## config.mk

```make
export PLATFORM = sky130hd
export DESIGN_NAME = uart_rx_fifo
export DESIGN_NICKNAME = d
export VERILOG_FILES = /design/src/rtl/uart_pkg.sv /design/src/rtl/baud_tick_gen.sv /design/src/rtl/uart_rx_fifo.sv
export SDC_FILE = /design/constraint.sdc
export NUM_CORES = 1
export LEC_CHECK = 0
export BUFFER_PORTS_ARGS = -buffer_cell sky130_fd_sc_hd__buf_2
export CORE_ASPECT_RATIO = 1.4
export CORE_MARGIN = 2
export CORE_UTILIZATION = 55
export DETAILED_ROUTE_END_ITERATION = 7
export HOLD_SLACK_MARGIN = 0.05
export PLACE_DENSITY_LB_ADDON = 0.08
export SLEW_MARGIN = 20
export SYNTH_ARGS = -nofsm -noshare
export SYNTH_HDL_FRONTEND = slang
export SYNTH_SLANG_ARGS = --single-unit
```

## constraint.sdc

```tcl
create_clock -name i_clk -period 5.2 [get_ports i_clk]
set_input_delay 0.52 -clock i_clk [delete_from_list [all_inputs] [get_ports i_clk]]
set_output_delay 0.52 -clock i_clk [all_outputs]
set_load 0.02 [all_outputs]
```

## src/rtl/uart_pkg.sv

```systemverilog
//------------------------------------------------------------------------------
// uart_pkg
// Shared definitions for the UART blocks: receiver FSM state encoding,
// oversampling constants and the parity helper.
//------------------------------------------------------------------------------
package uart_pkg;

   // Receiver FSM states; PARITY is only entered when parity is compiled in
   typedef enum logic [2:0] {
      IDLE   = 3'd0,
      START  = 3'd1,
      DATA   = 3'd2,
      PARITY = 3'd3,
      STOP   = 3'd4
   } uart_state_t;

   // Ticks per bit period and the tick index of the start-bit centre
   localparam int OVERSAMPLE = 16;
   localparam int MID_START  = 7;

   // Expected parity bit for a data word: even parity makes the total count
   // of ones even, odd parity makes it odd
   function automatic logic parity_bit(input logic [15:0] data, input logic odd);
      return (^data) ^ odd;
   endfunction

endpackage

```

## src/rtl/baud_tick_gen.sv

```systemverilog
//------------------------------------------------------------------------------
// baud_tick_gen
// Free-running divider producing a one-cycle oversample tick every DIVISOR
// clocks. It is never re-aligned to the data stream.
// Ports:
//   i_clk  - system clock
//   i_rst  - asynchronous active-high reset
//   o_tick - high for the one cycle where the count equals DIVISOR-1
//------------------------------------------------------------------------------
module baud_tick_gen #(
   parameter int DIVISOR = 4
) (
   input  logic i_clk,
   input  logic i_rst,
   output logic o_tick
);

   localparam int            CW   = (DIVISOR > 1) ? $clog2(DIVISOR) : 1;
   localparam logic [CW-1:0] LAST = CW'(DIVISOR - 1);

   logic [CW-1:0] cnt_r;

   // Divider counter: 0..DIVISOR-1 then wrap
   always_ff @(posedge i_clk or posedge i_rst) begin
      if (i_rst) begin
         cnt_r <= '0;
      end else if (cnt_r == LAST) begin
         cnt_r <= '0;
      end else begin
         cnt_r <= cnt_r + CW'(1);
      end
   end

   assign o_tick = (cnt_r == LAST);

endmodule

```

## src/rtl/uart_rx_fifo.sv

```systemverilog
//------------------------------------------------------------------------------
// uart_rx_fifo
// Oversampling UART receiver (8N1 by default) feeding a show-ahead byte FIFO.
// Optional parity checking is compiled in with macro UART_RX_PARITY_EN, which
// adds parameter PARITY_ODD and output o_parity_err.
// Ports:
//   i_clk, i_rst     - clock, asynchronous active-high reset
//   i_uart_rx        - serial line (idles high)
//   i_rd             - pop the head byte
//   o_data           - head byte (valid while o_empty = 0)
//   o_empty, o_full  - FIFO status
//   o_rx_done_tick   - pulse: good byte pushed
//   o_frame_err      - pulse: stop bit sampled low
//   o_overrun        - pulse: good byte dropped, FIFO full
//   o_parity_err     - pulse: parity mismatch (UART_RX_PARITY_EN only)
//------------------------------------------------------------------------------
module uart_rx_fifo
   import uart_pkg::*;
#(
   parameter int CLK_FREQ   = 50_000_000,
   parameter int BAUD       = 19200,
   parameter int DATA_BITS  = 8,
   parameter int SB_TICK    = 16,
   parameter int FIFO_DEPTH = 4,
   parameter int DIVISOR    = CLK_FREQ / (BAUD * OVERSAMPLE)
`ifdef UART_RX_PARITY_EN
   ,
   parameter bit PARITY_ODD = 1'b0
`endif
) (
   input  logic                 i_clk,
   input  logic                 i_rst,
   input  logic                 i_uart_rx,
   input  logic                 i_rd,
   output logic [DATA_BITS-1:0] o_data,
   output logic                 o_empty,
   output logic                 o_full,
   output logic                 o_rx_done_tick,
   output logic                 o_frame_err,
   output logic                 o_overrun
`ifdef UART_RX_PARITY_EN
   ,
   output logic                 o_parity_err
`endif
);

   localparam int AW  = $clog2(FIFO_DEPTH);
   localparam int NW  = (DATA_BITS > 2) ? $clog2(DATA_BITS) : 1;
   localparam int SCW = ($clog2(SB_TICK) > 4) ? $clog2(SB_TICK) : 4;

   logic                 sync1_r;
   logic                 rx_s;          // synchronized line (register)
   logic                 tick_s;
   uart_state_t          state_r, state_nx_s;
   logic [SCW-1:0]       s_cnt_r, s_cnt_nx_s;
   logic [NW-1:0]        n_cnt_r, n_cnt_nx_s;
   logic [DATA_BITS-1:0] shreg_r, shreg_nx_s;
   logic                 stop_hit_s;
   logic                 push_s, pop_s, done_s, ferr_s, ovr_s;
   logic [DATA_BITS-1:0] mem_r [FIFO_DEPTH];
   logic [AW:0]          wr_ptr_r, rd_ptr_r;
   logic                 empty_s, full_s;
`ifdef UART_RX_PARITY_EN
   logic                 perr_r, perr_nx_s, perr_pulse_s;
`endif

   baud_tick_gen #(.DIVISOR(DIVISOR)) u_baud (
      .i_clk  (i_clk),
      .i_rst  (i_rst),
      .o_tick (tick_s)
   );

   // Two-flop synchronizer; resets to the idle (high) line level
   always_ff @(posedge i_clk or posedge i_rst) begin
      if (i_rst) begin
         sync1_r <= 1'b1;
         rx_s    <= 1'b1;
      end else begin
         sync1_r <= i_uart_rx;
         rx_s    <= sync1_r;
      end
   end

   // Receiver FSM state and datapath registers
   always_ff @(posedge i_clk or posedge i_rst) begin
      if (i_rst) begin
         state_r <= IDLE;
         s_cnt_r <= '0;
         n_cnt_r <= '0;
         shreg_r <= '0;
`ifdef UART_RX_PARITY_EN
         perr_r  <= 1'b0;
`endif
      end else begin
         state_r <= state_nx_s;
         s_cnt_r <= s_cnt_nx_s;
         n_cnt_r <= n_cnt_nx_s;
         shreg_r <= shreg_nx_s;
`ifdef UART_RX_PARITY_EN
         perr_r  <= perr_nx_s;
`endif
      end
   end

   // Receiver FSM next-state logic; all sampling happens on oversample ticks
   always_comb begin
      state_nx_s = state_r;
      s_cnt_nx_s = s_cnt_r;
      n_cnt_nx_s = n_cnt_r;
      shreg_nx_s = shreg_r;
      stop_hit_s = 1'b0;
`ifdef UART_RX_PARITY_EN
      perr_nx_s  = perr_r;
`endif
      case (state_r)
         IDLE: begin
            if (!rx_s) begin
               state_nx_s = START;
               s_cnt_nx_s = '0;
            end else begin
               state_nx_s = IDLE;
            end
         end
         START: begin
            if (tick_s && (s_cnt_r == SCW'(MID_START))) begin
               // Still low at mid-bit: real start bit, otherwise a glitch
               if (!rx_s) begin
                  state_nx_s = DATA;
                  s_cnt_nx_s = '0;
                  n_cnt_nx_s = '0;
               end else begin
                  state_nx_s = IDLE;
               end
            end else if (tick_s) begin
               s_cnt_nx_s = s_cnt_r + SCW'(1);
            end else begin
               s_cnt_nx_s = s_cnt_r;
            end
         end
         DATA: begin
            if (tick_s && (s_cnt_r == SCW'(OVERSAMPLE - 1))) begin
               shreg_nx_s = {rx_s, shreg_r[DATA_BITS-1:1]};
               s_cnt_nx_s = '0;
               n_cnt_nx_s = n_cnt_r + NW'(1);
               if (n_cnt_r == NW'(DATA_BITS - 1)) begin
`ifdef UART_RX_PARITY_EN
                  state_nx_s = PARITY;
`else
                  state_nx_s = STOP;
`endif
               end else begin
                  state_nx_s = DATA;
               end
            end else if (tick_s) begin
               s_cnt_nx_s = s_cnt_r + SCW'(1);
            end else begin
               s_cnt_nx_s = s_cnt_r;
            end
         end
         PARITY: begin
`ifdef UART_RX_PARITY_EN
            if (tick_s && (s_cnt_r == SCW'(OVERSAMPLE - 1))) begin
               perr_nx_s  = (rx_s != parity_bit(16'(shreg_r), PARITY_ODD));
               s_cnt_nx_s = '0;
               state_nx_s = STOP;
            end else if (tick_s) begin
               s_cnt_nx_s = s_cnt_r + SCW'(1);
            end else begin
               s_cnt_nx_s = s_cnt_r;
            end
`else
            state_nx_s = IDLE;
`endif
         end
         STOP: begin
            if (tick_s && (s_cnt_r == SCW'(SB_TICK - 1))) begin
               stop_hit_s = 1'b1;
               s_cnt_nx_s = '0;
               state_nx_s = IDLE;
            end else if (tick_s) begin
               s_cnt_nx_s = s_cnt_r + SCW'(1);
            end else begin
               s_cnt_nx_s = s_cnt_r;
            end
         end
         default: begin
            state_nx_s = IDLE;
         end
      endcase
   end

   assign empty_s = (wr_ptr_r == rd_ptr_r);
   assign full_s  = (wr_ptr_r[AW] != rd_ptr_r[AW]) &&
                    (wr_ptr_r[AW-1:0] == rd_ptr_r[AW-1:0]);

   // Stop-bit outcome: framing error wins over parity error; a pop in the
   // same cycle frees a slot so a full FIFO still accepts the byte
   always_comb begin
      pop_s  = i_rd & ~empty_s;
      push_s = 1'b0;
      done_s = 1'b0;
      ferr_s = 1'b0;
      ovr_s  = 1'b0;
`ifdef UART_RX_PARITY_EN
      perr_pulse_s = 1'b0;
`endif
      if (stop_hit_s) begin
         if (!rx_s) begin
            ferr_s = 1'b1;
`ifdef UART_RX_PARITY_EN
         end else if (perr_r) begin
            perr_pulse_s = 1'b1;
`endif
         end else if (!full_s || pop_s) begin
            push_s = 1'b1;
            done_s = 1'b1;
         end else begin
            ovr_s = 1'b1;
         end
      end else begin
         push_s = 1'b0;
      end
   end

   // Registered status pulses, aligned with the push edge
   always_ff @(posedge i_clk or posedge i_rst) begin
      if (i_rst) begin
         o_rx_done_tick <= 1'b0;
         o_frame_err    <= 1'b0;
         o_overrun      <= 1'b0;
`ifdef UART_RX_PARITY_EN
         o_parity_err   <= 1'b0;
`endif
      end else begin
         o_rx_done_tick <= done_s;
         o_frame_err    <= ferr_s;
         o_overrun      <= ovr_s;
`ifdef UART_RX_PARITY_EN
         o_parity_err   <= perr_pulse_s;
`endif
      end
   end

   // FIFO storage and pointers; storage is cleared so the head reads 0 after reset
   always_ff @(posedge i_clk or posedge i_rst) begin
      if (i_rst) begin
         wr_ptr_r <= '0;
         rd_ptr_r <= '0;
         for (int i = 0; i < FIFO_DEPTH; i++) begin
            mem_r[i] <= '0;
         end
      end else begin
         if (push_s) begin
            mem_r[wr_ptr_r[AW-1:0]] <= shreg_r;
            wr_ptr_r                <= wr_ptr_r + (AW+1)'(1);
         end
         if (pop_s) begin
            rd_ptr_r <= rd_ptr_r + (AW+1)'(1);
         end
      end
   end

   assign o_data  = mem_r[rd_ptr_r[AW-1:0]];
   assign o_empty = empty_s;
   assign o_full  = full_s;

endmodule
```

Word-level counts from Yosys, hierarchy flattened. Cells that the tools add are included.

Bits in registers: 69. Input bits: 4. Output and inout bits: 13. Word-level logic and storage cells: 88.

Add/sub/neg operators: 5. Magnitude comparators: 3. Eq/ne operators: 14. Muxes and demuxes: 33. Bitwise gates (word level): 4. Reduce and logical (&&, ||, !) cells: 13.

Operators by type and width (count): 32-bit bitwise mux (1); 8-bit two-way mux (4); 3-bit two-way mux (7); 8-bit binary-select mux with 2-bit select (1); 8-bit demux with 2-bit select (1); 4-bit two-way mux (4); 3-bit one-hot mux with 4 select lines (1); 4-bit one-hot mux with 3 select lines (1); 1-bit two-way mux (11); 3-bit by 1-bit adder with 3-bit output, second input constant (3); 8-bit by 1-bit adder with 8-bit output, second input constant (1); 8-bit == test, second input constant (1); 2-bit inequality test, second input constant (4); 3-bit == test, second input constant (2); 3-bit greater-or-equal comparator, second input constant (2); 2-bit NOT with 3-bit output (2); 3-bit one-hot mux with 2 select lines (1); 4-bit by 1-bit adder with 4-bit output, second input constant (1); 4-bit by 3-bit == test with 1-bit output, second input constant (1); 4-bit == test, second input constant (1); 1-bit logical AND (4); 4-bit AND reduction (1); 3-bit by 1-bit == test with 1-bit output, second input constant (1); 3-bit by 2-bit == test with 1-bit output, second input constant (1); other kinds (15) (15).

Longest topological paths before layout. Gate-level depths: netlist (run 1).

Word-level depth: 7. Mapped depth: 7. Depth with buffers taken out: 7.

Cells and area by module. Synthesis (run 1) repeated with hierarchy kept, for this count alone.

Cell total of the unflattened synthesis: 241. Area total of the unflattened synthesis: 3375.7 um^2.

By module, submodules not included: uart_rx_fifo (instances 1, cells each 203, area an instance 2965.3 um^2, seq. area each 1529.0 um^2); baud_tick_gen (instances 1, cells each 38, area an instance 410.4 um^2, seq. area each 200.2 um^2).

Worst setup path before layout (run 1). OpenSTA, ideal clock, no wires.

Path kind: register to register. Start point: reg u_baud.cnt_r[3]. End point: reg mem_r[0] in the netlist's numbering. Library setup time: 0.125 ns. Arrival: 2.343 ns. Required time: 5.075 ns. Path slack: 2.732 ns. Cell stages (with the launch flop): 6. Buffers on the path: 0. Period minus slack after synthesis: 2.468 ns. Cell sequence: dfrtp_1 > or4b_4 > or4_4 > nor4_4 > nand2_2 > mux2_2.

Cells in the longest elaborated chain, start to end: 5.

RTL lines: from (decl) (RTL line baud_tick_gen.sv:21) `logic [CW-1:0] cnt_r;`; from (signal assigned) (RTL line baud_tick_gen.sv:30) `cnt_r <= cnt_r + CW'(1);`; 8-bit == test (RTL line baud_tick_gen.sv:34) `assign o_tick = (cnt_r == LAST);`; 1-bit logical AND (RTL line uart_rx_fifo.sv:176) `if (tick_s && (s_cnt_r == SCW'(SB_TICK - 1))) begin`; 1-bit two-way mux (RTL line uart_rx_fifo.sv:176); 1-bit two-way mux (RTL line uart_rx_fifo.sv:115) `case (state_r)`; 1-bit two-way mux (RTL line uart_rx_fifo.sv:207) `if (stop_hit_s) begin`; to (signal, indexed assignment) (RTL line uart_rx_fifo.sv:254) `mem_r[wr_ptr_r[AW-1:0]] <= shreg_r;`; to (decl) (RTL line uart_rx_fifo.sv:60) `logic [DATA_BITS-1:0] mem_r [FIFO_DEPTH];`.

Every way passes these cells. A chain may end at the register's enable or synchronous reset.

Final worst setup path (run 1).
Start point: reg u_baud.cnt_r[3]. End point: reg n_cnt_r[0].

Cells in the longest elaborated chain, start to end: 4. Elaborated cells on any way between the ends: 6. Classes of those cells: eq/ne (3); reduce/logical (3).

RTL lines: 8-bit == test * (RTL line baud_tick_gen.sv:34); 1-bit logical AND (on tied branches) (RTL line uart_rx_fifo.sv:141, uart_rx_fifo.sv:125); 2-bit inequality test (no source line); 4-bit AND reduction (no source line) *; to (signal assigned) (RTL line uart_rx_fifo.sv:97) `n_cnt_r <= n_cnt_nx_s;`; to (decl) (RTL line uart_rx_fifo.sv:56) `logic [NW-1:0] n_cnt_r, n_cnt_nx_s;`.

Every way passes the cells marked *; elsewhere a longest branch is shown, timed or not.

==> results of run 1 <==
-- stage by stage --
stage / setup WS (ps) / cell area [um^2] / util / hold slack (ps) / std cells
finish: 2261 / 3580 / 0.6432 / 241.1 / 339
CTS: 2284 / 3580 / 0.6432 / 259.5 / 339
global placement: 2413 / 3354 / 0.6027 / 356.1 / 323
floorplan: 2732 / 3211 / - / 345.2 / 245
detailed placement: 2306 / 3354 / 0.6027 / 356.2 / 323
global route: 2043 / 3580 / 0.6432 / 268.9 / 339
-- cell families (layout without fill, tap and decap cells) --
kind of cell	count (synthesis)	count (layout)
simple gates	57	57
buf+inv	18	44
mux	52	52
flops	69	69
xor+xnor	14	14
compound gates	24	24
fa+ha+maj	11	11
-- final timing paths --
check / depth (start not counted) / endpoint / slack [ps] / start
worst max register to register: 5 / n_cnt_r[0] / 2260 / u_baud.cnt_r[3]
min in group i_clk: 1 / sync1_r / 280 / i_uart_rx
worst min-delay path: 2 / state_r[2] / 240 / i_rst
worst min register to register: 0 / rx_s / 360 / sync1_r
max in group asynchronous: 3 / rx_s / 3990 / i_rst
worst max-delay path: 5 / n_cnt_r[0] / 2260 / u_baud.cnt_r[3]
-- layer usage --
layer | vias to the layer above | GRT usage | part of all wire
met5 | - | 0 | 0
met4 | 0 | 0.09500 | 0.018
met3 | 7 | 0.04529 | 0.021
met2 | 17 | 0.3381 | 0.53
met1 | 960 | 0.2627 | 0.43
li1 | 919 | - | -
-- registers in the layout, indices dropped and copies added (netlist names) --
register	cells
mem_r	32
o_rx_done_tick	1
wr_ptr_r	3
shreg_r	8
state_r	3
o_frame_err	1
o_overrun	1
s_cnt_r	4
rx_s	1
u_baud.cnt_r	8
n_cnt_r	3
sync1_r	1
rd_ptr_r	3
-- layout make-up --
class / count / area share
sequential: 69 / 0.4830
tap: 68 / 0.02377
multi-input combinational: 158 / 0.3943
clock buffer: 12 / 0.04334
timing repair buffer: 17 / 0.02447
inverter: 11 / 0.01153
clock inverter: 4 / 0.01957
-- power groups by stage --
stage	sequential [mW]	clock [mW]	combinational [mW]
6_report	0.602	0.486	0.107
5_1_grt	0.607	0.523	0.120
4_1_cts	0.602	0.497	0.109
3_5_place_dp	0.613	0	0.109
3_3_place_gp	0.613	0	0.107
2_1_floorplan	0.569	0	0.121
-- cells in the final DEF (no fill, tap or decap), drive strengths merged, types with 3 or more instances in the layout --
master	n
dfrtp	67
or3	4
buf	17
ha	10
xnor2	11
mux2	43
clkbuf	12
nor2	8
nand2	17
xor2	3
inv	11
nand3	5
nor3	5
nor4	3
o21ai	13
mux4	8
==> impl_results.rst, run 1 <==
.. list-table::
   :header-rows: 1

   * - Metric
     - Value
   * - Switching power as a share of total power
     - 0.2442
   * - Sequential share of power
     - 0.504
   * - Core Area
     - 5565 um^2
   * - # IOs
     - 17
   * - WS Path Type
     - flip-flop to flip-flop
   * - Worst setup skew after layout
     - 9.085 ps
   * - Shortest period the worst path allows
     - 2939 ps
   * - Type of element launching the critical path
     - flip-flop
   * - Relative max-transition margin
     - 0.3945
   * - Post-cts hold buffer count
     - 0
   * - Number of max-capacitance violations reported
     - 0
   * - Area of combinational cells with multiple inputs
     - 1411 um^2
   * - Number of pins exceeding their max-slew limit in the final report
     - 0
   * - Detailed placement HPWL
     - 3.947 mm
   * - Sinks on Clock Net
     - 69
   * - Cell area after technology mapping
     - 3211 um^2
   * - Most common cell in the synthesized netlist
     - sky130_fd_sc_hd__dfrtp_1
   * - Share of total power in the clock network
     - 0.407
   * - Total congestion overflow after global routing
     - 0
   * - CTS clk-pin slew, worst paths
     - 70 ps
   * - 1st-pass router iterations
     - 4
   * - Synthesized flop and latch total
     - 69
   * - Die area
     - 6473 um^2
   * - Layout Area Growth over Synthesis
     - 11.50%
   * - Number of DRC violations after detailed-routing iteration 0
     - 57
   * - Number of buffer and inverter instances along the worst setup path
     - 0
   * - Path class of the lowest-slack min-delay path
     - primary input to async pin
   * - Actual slew at the worst max-slew pin
     - 904.9 ps
   * - Synth warnings
     - 0
   * - Power per cell area
     - 333.6 nW/um^2
   * - ANT cells
     - 0
   * - Total leakage power
     - 1.708 nW
   * - Critical Path End Type
     - flip-flop
   * - Global-route usage over all layers
     - 0.2084
   * - Die outline height
     - 94.40 um
   * - Setup fix buffers added after clock tree synthesis
     - 0
   * - Overall power after layout
     - 1.194 mW
   * - Unrepaired setup endpoints after global routing
     - no
   * - WP data required
     - 5430 ps
   * - Maximum vdd ir drop
     - 0.0002016 V
   * - Syn nets
     - 259
   * - Starting density of the core
     - 0.5769
   * - CP arrival
     - 3160 ps
   * - Xor/xnor share of the synthesized area
     - 0.03819
   * - H-tree depth
     - 3
   * - Sum of routed wire length over all layers
     - 5.640 mm
   * - CP max stage cell
     - sky130_fd_sc_hd__nor2_1
   * - Synth area leader
     - sky130_fd_sc_hd__dfrtp_1
   * - Maximum number of pins on one net before global-route repair
     - 43
   * - Portion of the clock cycle consumed by the worst path in the final layout
     - 0.5651
   * - Primary FF master, synth
     - sky130_fd_sc_hd__dfrtp_1
   * - Vias in the first global route
     - 1996
   * - Clock tree from TritonCTS
     - built
   * - Maximum fanout encountered on the critical timing path
     - 12
   * - Clock root cell
     - sky130_fd_sc_hd__clkbuf_8
   * - Routability-driven placement congestion ratio
     - 0.8053
   * - Fraction of layout cells with a size suffix above 1
     - 0.3690
   * - Number of hold-slack violations in the final timing report
     - 0
   * - Main area contributors after synthesis
     - sky130_fd_sc_hd__dfrtp_1 52%, sky130_fd_sc_hd__mux2_2 15%, sky130_fd_sc_hd__mux4_2 5.6%
   * - Initial antenna violation count
     - 0
   * - Number of resized instances in the post-cts repair step
     - 0
   * - Synthesized-area fraction occupied by and/or/nand/nor cells
     - 0.1029
   * - Sequential cell area fraction in the yosys report
     - 0.5386
   * - Number of enable-type register cells in the synthesized netlist
     - 0
   * - Count of filler cells inserted in the layout
     - 427
   * - Remaining DRCs
     - 0
   * - Number of buffers created by CTS
     - 9
   * - Antenna-violating nets left
     - 0
   * - Family of cells with the greatest summed delay on the critical path
     - simple AND/OR/NAND/NOR gates
   * - Ratio of routed vias to standard cells
     - 5.614
   * - Wire length of the first global-routing pass
     - 9.701 mm
   * - Largest family of logic cells by synthesized area
     - multiplexers
   * - Maximum buffer depth of the clock tree
     - 2
   * - Cell Rows
     - 32
   * - Share of flip-flops with an asynchronous set or reset after synthesis
     - 1.000
   * - Number of instances in the synthesized netlist
     - 245
   * - Register area
     - 1729 um^2
   * - Total negative slack for setup checks
     - 0 ps
   * - Worst-skew pair later-pin latency
     - 340 ps
   * - List of cells traversed by the critical path
     - or4b_4, or4_4, nor2_1, o22ai_1, mux2_2
   * - Proportion of netlist area held by the largest area contributor
     - 0.5222
   * - Longest individual stage delay on the worst path
     - 720 ps
   * - Most used standard cells in the synthesized netlist
     - 67 x sky130_fd_sc_hd__dfrtp_1, 43 x sky130_fd_sc_hd__mux2_2, 13 x sky130_fd_sc_hd__nand2_1, 13 x sky130_fd_sc_hd__o21ai_0
   * - Horiz. Die Dim
     - 68.57 um
   * - Setup-failing EPs final
     - 0
   * - Multiplexer share of the synthesized area
     - 0.2101
   * - Share of total power in combinational logic
     - 0.089
   * - Via total after detailed routing
     - 1903
   * - Number of nets in the finished design
     - 280
   * - Avg Synthesized Cell Area
     - 13.10 um^2
   * - Synthesized-area fraction occupied by ao, oa, aoi and oai cells
     - 0.04638
   * - Post-detailed-route wirelength per cell
     - 16.64 um
   * - Net switching power
     - 291.6 uW
   * - Maximum frequency from static timing analysis
     - 340.3 MHz
   * - Adder-cell share of the synthesized area
     - 0.04209
   * - Internal power contribution
     - 902.7 uW
   * - Result of the run
     - completed
   * - Port Buffers
     - 16
   * - Synth cell types
     - 40
(Power assumes the default switching activity.)
==> inputs of run 2 (changes only) <==
ABC_AREA = 1   (was unset)
clock period = 2.9 ns   (was 5.2 ns; I/O delays follow)
==> impl_results.rst, run 2 <==
.. list-table::
   :header-rows: 1

   * - Metric
     - Value
   * - Result of the run
     - completed
   * - Actual slew at the worst max-slew pin
     - 524.2 ps (-380.7 ps)
   * - Cell Rows
     - 34 (+6.3%)
   * - Number of hold-slack violations in the final timing report
     - 0 (unchanged)
   * - Setup Slack @ Placement
     - 993.0 ps (-1313 ps)
   * - Total negative slack for setup checks
     - 0 ps (unchanged)
   * - Synth warnings
     - 0 (unchanged)
   * - Unrepaired setup endpoints after global routing
     - no
   * - Routability-driven placement congestion ratio
     - 0.8141 (+1.1%)
   * - Maximum buffer depth of the clock tree
     - 2 (unchanged)
   * - Primary FF master, synth
     - sky130_fd_sc_hd__dfrtp_1
   * - Port Buffers
     - 16 (unchanged)
   * - Synth cell types
     - 31 (-23%)
   * - Clock tree from TritonCTS
     - built
   * - Wire length of the first global-routing pass
     - 12.92 mm (+33%)
   * - Min setup slack post-route
     - 784.5 ps (-1477 ps)
   * - Share of flip-flops with an asynchronous set or reset after synthesis
     - 1.000 (unchanged)
   * - CP max stage cell
     - sky130_fd_sc_hd__dfrtp_1
   * - Detailed placement HPWL
     - 5.097 mm (+29%)
   * - # IOs
     - 17 (unchanged)
   * - Synthesized flop and latch total
     - 69 (unchanged)
   * - Via total after detailed routing
     - 2768 (+45%)
   * - Die outline height
     - 97.81 um (+3.6%)
   * - Maximum fanout encountered on the critical timing path
     - 17 (+5)
   * - Starting density of the core
     - 0.5604 (-0.01644)
   * - Core Area
     - 6168 um^2 (+11%)
   * - Remaining DRCs
     - 0 (unchanged)
   * - Die area
     - 6945 um^2 (+7.3%)
   * - Most common cell in the synthesized netlist
     - sky130_fd_sc_hd__nand2_1
   * - Leading cell types in the layout, fill and taps excluded
     - 148 x sky130_fd_sc_hd__nand2_1, 67 x sky130_fd_sc_hd__dfrtp_1, 48 x sky130_fd_sc_hd__nand3_1, 34 x sky130_fd_sc_hd__nor2_1, 32 x sky130_fd_sc_hd__inv_1
   * - Ratio of routed vias to standard cells
     - 5.313 (-5.4%)
   * - Number of buffers created by CTS
     - 9 (unchanged)
   * - CP arrival
     - 1830 ps (-1330 ps)
   * - Leading cell type in the layout, fill and taps excluded
     - sky130_fd_sc_hd__nand2_1
   * - Vias in the first global route
     - 2742 (+37%)
   * - Setup-failing EPs final
     - 0 (unchanged)
   * - Flip-flop count of the largest register after layout
     - 32 (unchanged)
   * - Post-detailed-route wirelength per cell
     - 14.33 um (-14%)
   * - Power per cell area
     - 636.8 nW/um^2 (+91%)
   * - Synth area leader
     - sky130_fd_sc_hd__dfrtp_1
   * - Shortest period the worst path allows
     - 2116 ps
   * - Syn nets
     - 439 (+69%)
   * - ANT cells
     - 0 (unchanged)
   * - Number of resized instances in the post-cts repair step
     - 0 (unchanged)
   * - Sequential cell area fraction in the yosys report
     - 0.5002 (-0.03840)
   * - Number of instances in the synthesized netlist
     - 425 (+73%)
   * - Clock root cell
     - sky130_fd_sc_hd__clkbuf_8
   * - Longest individual stage delay on the worst path
     - 480 ps (-240 ps)
   * - Maximum number of pins on one net before global-route repair
     - 38 (-12%)
   * - Relative max-transition margin
     - 0.6501 (+0.2557)
   * - Total congestion overflow after global routing
     - 0 (unchanged)
   * - Main area contributors after synthesis
     - sky130_fd_sc_hd__dfrtp_1 48%, sky130_fd_sc_hd__nand2_1 16%, sky130_fd_sc_hd__nand3_1 6.9%
   * - Horiz. Die Dim
     - 71.01 um (+3.6%)
   * - Total leakage power
     - 2.100 nW (+23%)
   * - Top flop regs
     - mem_r (32), shreg_r (8), u_baud.cnt_r (8)
   * - WS Path Type
     - flip-flop to output port
   * - 1st-pass router iterations
     - 4 (unchanged)
   * - Worst reg-to-reg path cell count
     - 8 (+3)
   * - Layout Area Growth over Synthesis
     - 9.446%
   * - Sinks on Clock Net
     - 69 (unchanged)
   * - Cell area after technology mapping
     - 3457 um^2 (+7.7%)
   * - Number of pins exceeding their max-slew limit in the final report
     - 0 (unchanged)
   * - Worst-skew pair later-pin latency
     - 340 ps (about the same)
   * - Setup slack on the worst flop-to-flop path
     - 960 ps (-1300 ps)
   * - Proportion of netlist area held by the largest area contributor
     - 0.4850 (-0.03723)
   * - Type of element launching the critical path
     - flip-flop
   * - Avg Synthesized Cell Area
     - 8.134 um^2 (-38%)
   * - Antenna-violating nets left
     - 0 (unchanged)
   * - Sum of routed wire length over all layers
     - 7.467 mm (+32%)
   * - Global-route usage over all layers
     - 0.2374 (+0.02900)
   * - CTS clk-pin slew, worst paths
     - 80 ps (about the same)
   * - WP data required
     - 2610 ps (-2820 ps)
   * - Maximum vdd ir drop
     - 0.0003197 V (+59%)
   * - Number of DRC violations after detailed-routing iteration 0
     - 162 (+180%)
   * - End of the worst hold path
     - rd_ptr_r[0]
   * - Number of max-capacitance violations reported
     - 0 (unchanged)
   * - H-tree depth
     - 3 (unchanged)
   * - Capture point of the worst reg-to-reg path
     - mem_r[0]
   * - Most used standard cells in the synthesized netlist
     - 148 x sky130_fd_sc_hd__nand2_1, 67 x sky130_fd_sc_hd__dfrtp_1, 48 x sky130_fd_sc_hd__nand3_1, 34 x sky130_fd_sc_hd__nor2_1, 33 x sky130_fd_sc_hd__inv_1
   * - Initial antenna violation count
     - 0 (unchanged)
   * - Number of nets in the finished design
     - 458 (+64%)
   * - Number of instances on the worst hold path
     - 3
   * - R2R Path Start
     - rd_ptr_r[1]
   * - Maximum frequency from static timing analysis
     - 472.7 MHz
   * - Worst setup skew after layout
     - 9.989 ps (+0.9043 ps)
   * - Register containing the most flip-flops in the final layout
     - mem_r
   * - Path class of the lowest-slack min-delay path
     - primary input to flip-flop
   * - Number of enable-type register cells in the synthesized netlist
     - 0 (unchanged)
   * - Hold path startpoint
     - i_rd
   * - Portion of the clock cycle consumed by the worst path in the final layout
     - 0.7295
   * - List of cells traversed by the critical path
     - inv_1, o21ai_0, o22ai_1, buf_2
   * - Fraction of layout cells with a size suffix above 1
     - 0.1314 (-0.2376)
   * - Critical Path End Type
     - output port
-- run 2: how the worst max path moves through the flow --
stage	start	end	cells after the start
floorplan	i_rst	mem_r[0]	1
global placement	rd_ptr_r[1]	mem_r[0]	8
detailed placement	rd_ptr_r[1]	mem_r[0]	8
CTS	rd_ptr_r[0]	o_data[2]	4
global route	rd_ptr_r[0]	o_data[1]	4
finish	rd_ptr_r[0]	o_data[2]	4
-- run 2: cell families (layout without fill, tap and decap cells) --
| family | after synthesis | after routing | share of synthesized area |
|---|---|---|---|
| and+or+nand+nor | 252 | 252 | 0.3254 |
| DFF | 69 | 69 | 0.5002 |
| buffers and inverters | 51 | 75 | 0.06442 |
| AOI/OAI and AO/OA | 39 | 39 | 0.06153 |
| adders and majority gates | 10 | 10 | 0.03619 |
| xor gates and xnor gates | 4 | 4 | 0.01231 |
-- run 2: repair_timing --
action                                 in CTS  in global routing
setup buffers                               0                  0
endpoints found under the hold margin      22                  0
hold buffers                                2                  0
-- run 2: layout make-up --
cell class / count / area, um^2
Clock buffer: 9 / 123.9
Clock inverter: 7 / 66.31
Fill cell: 572 / 2385
Inverter: 37 / 138.9
Multi-Input combinational cell: 305 / 1505
Sequential cell: 69 / 1729
Tap cell: 72 / 90.09
Timing Repair Buffer: 22 / 130.1
-- run 2: routing by layer --
layer	global-route usage	up-vias	share of wire
met5	0	-	0
met2	0.4227	40	0.52
met3	0.04541	12	0.030
met4	0.07983	0	0.017
li1	-	1400	-
met1	0.2845	1316	0.43
-- run 2: per-stage QoR --
step | utilization | cell area (um^2) | power [mW] | instances | hold WS, ps
floorplan | - | 3457 | 1.489 | 425 | 294.5
global placement | 0.5793 | 3573 | 1.647 | 503 | 347.4
detailed placement | 0.5793 | 3573 | 1.654 | 503 | 348.8
CTS | 0.6134 | 3784 | 2.432 | 521 | 225.4
global route | 0.6134 | 3784 | 2.543 | 521 | 258.6
finish | 0.6134 | 3784 | 2.410 | 521 | 245.6
-- run 2: critical path, delay by kind of cell (launching register included) --
kind / cells / cell delay [ps]
buffers and inverters: 2 / 640
DFF: 1 / 480
AOI/OAI and AO/OA: 2 / 350
-- run 2: power by group --
group / switching, mW / internal (mW)
sequential: 0.0520 / 0.986
combinational: 0.398 / 0.200
clock: 0.382 / 0.392
total: 0.832 / 1.58
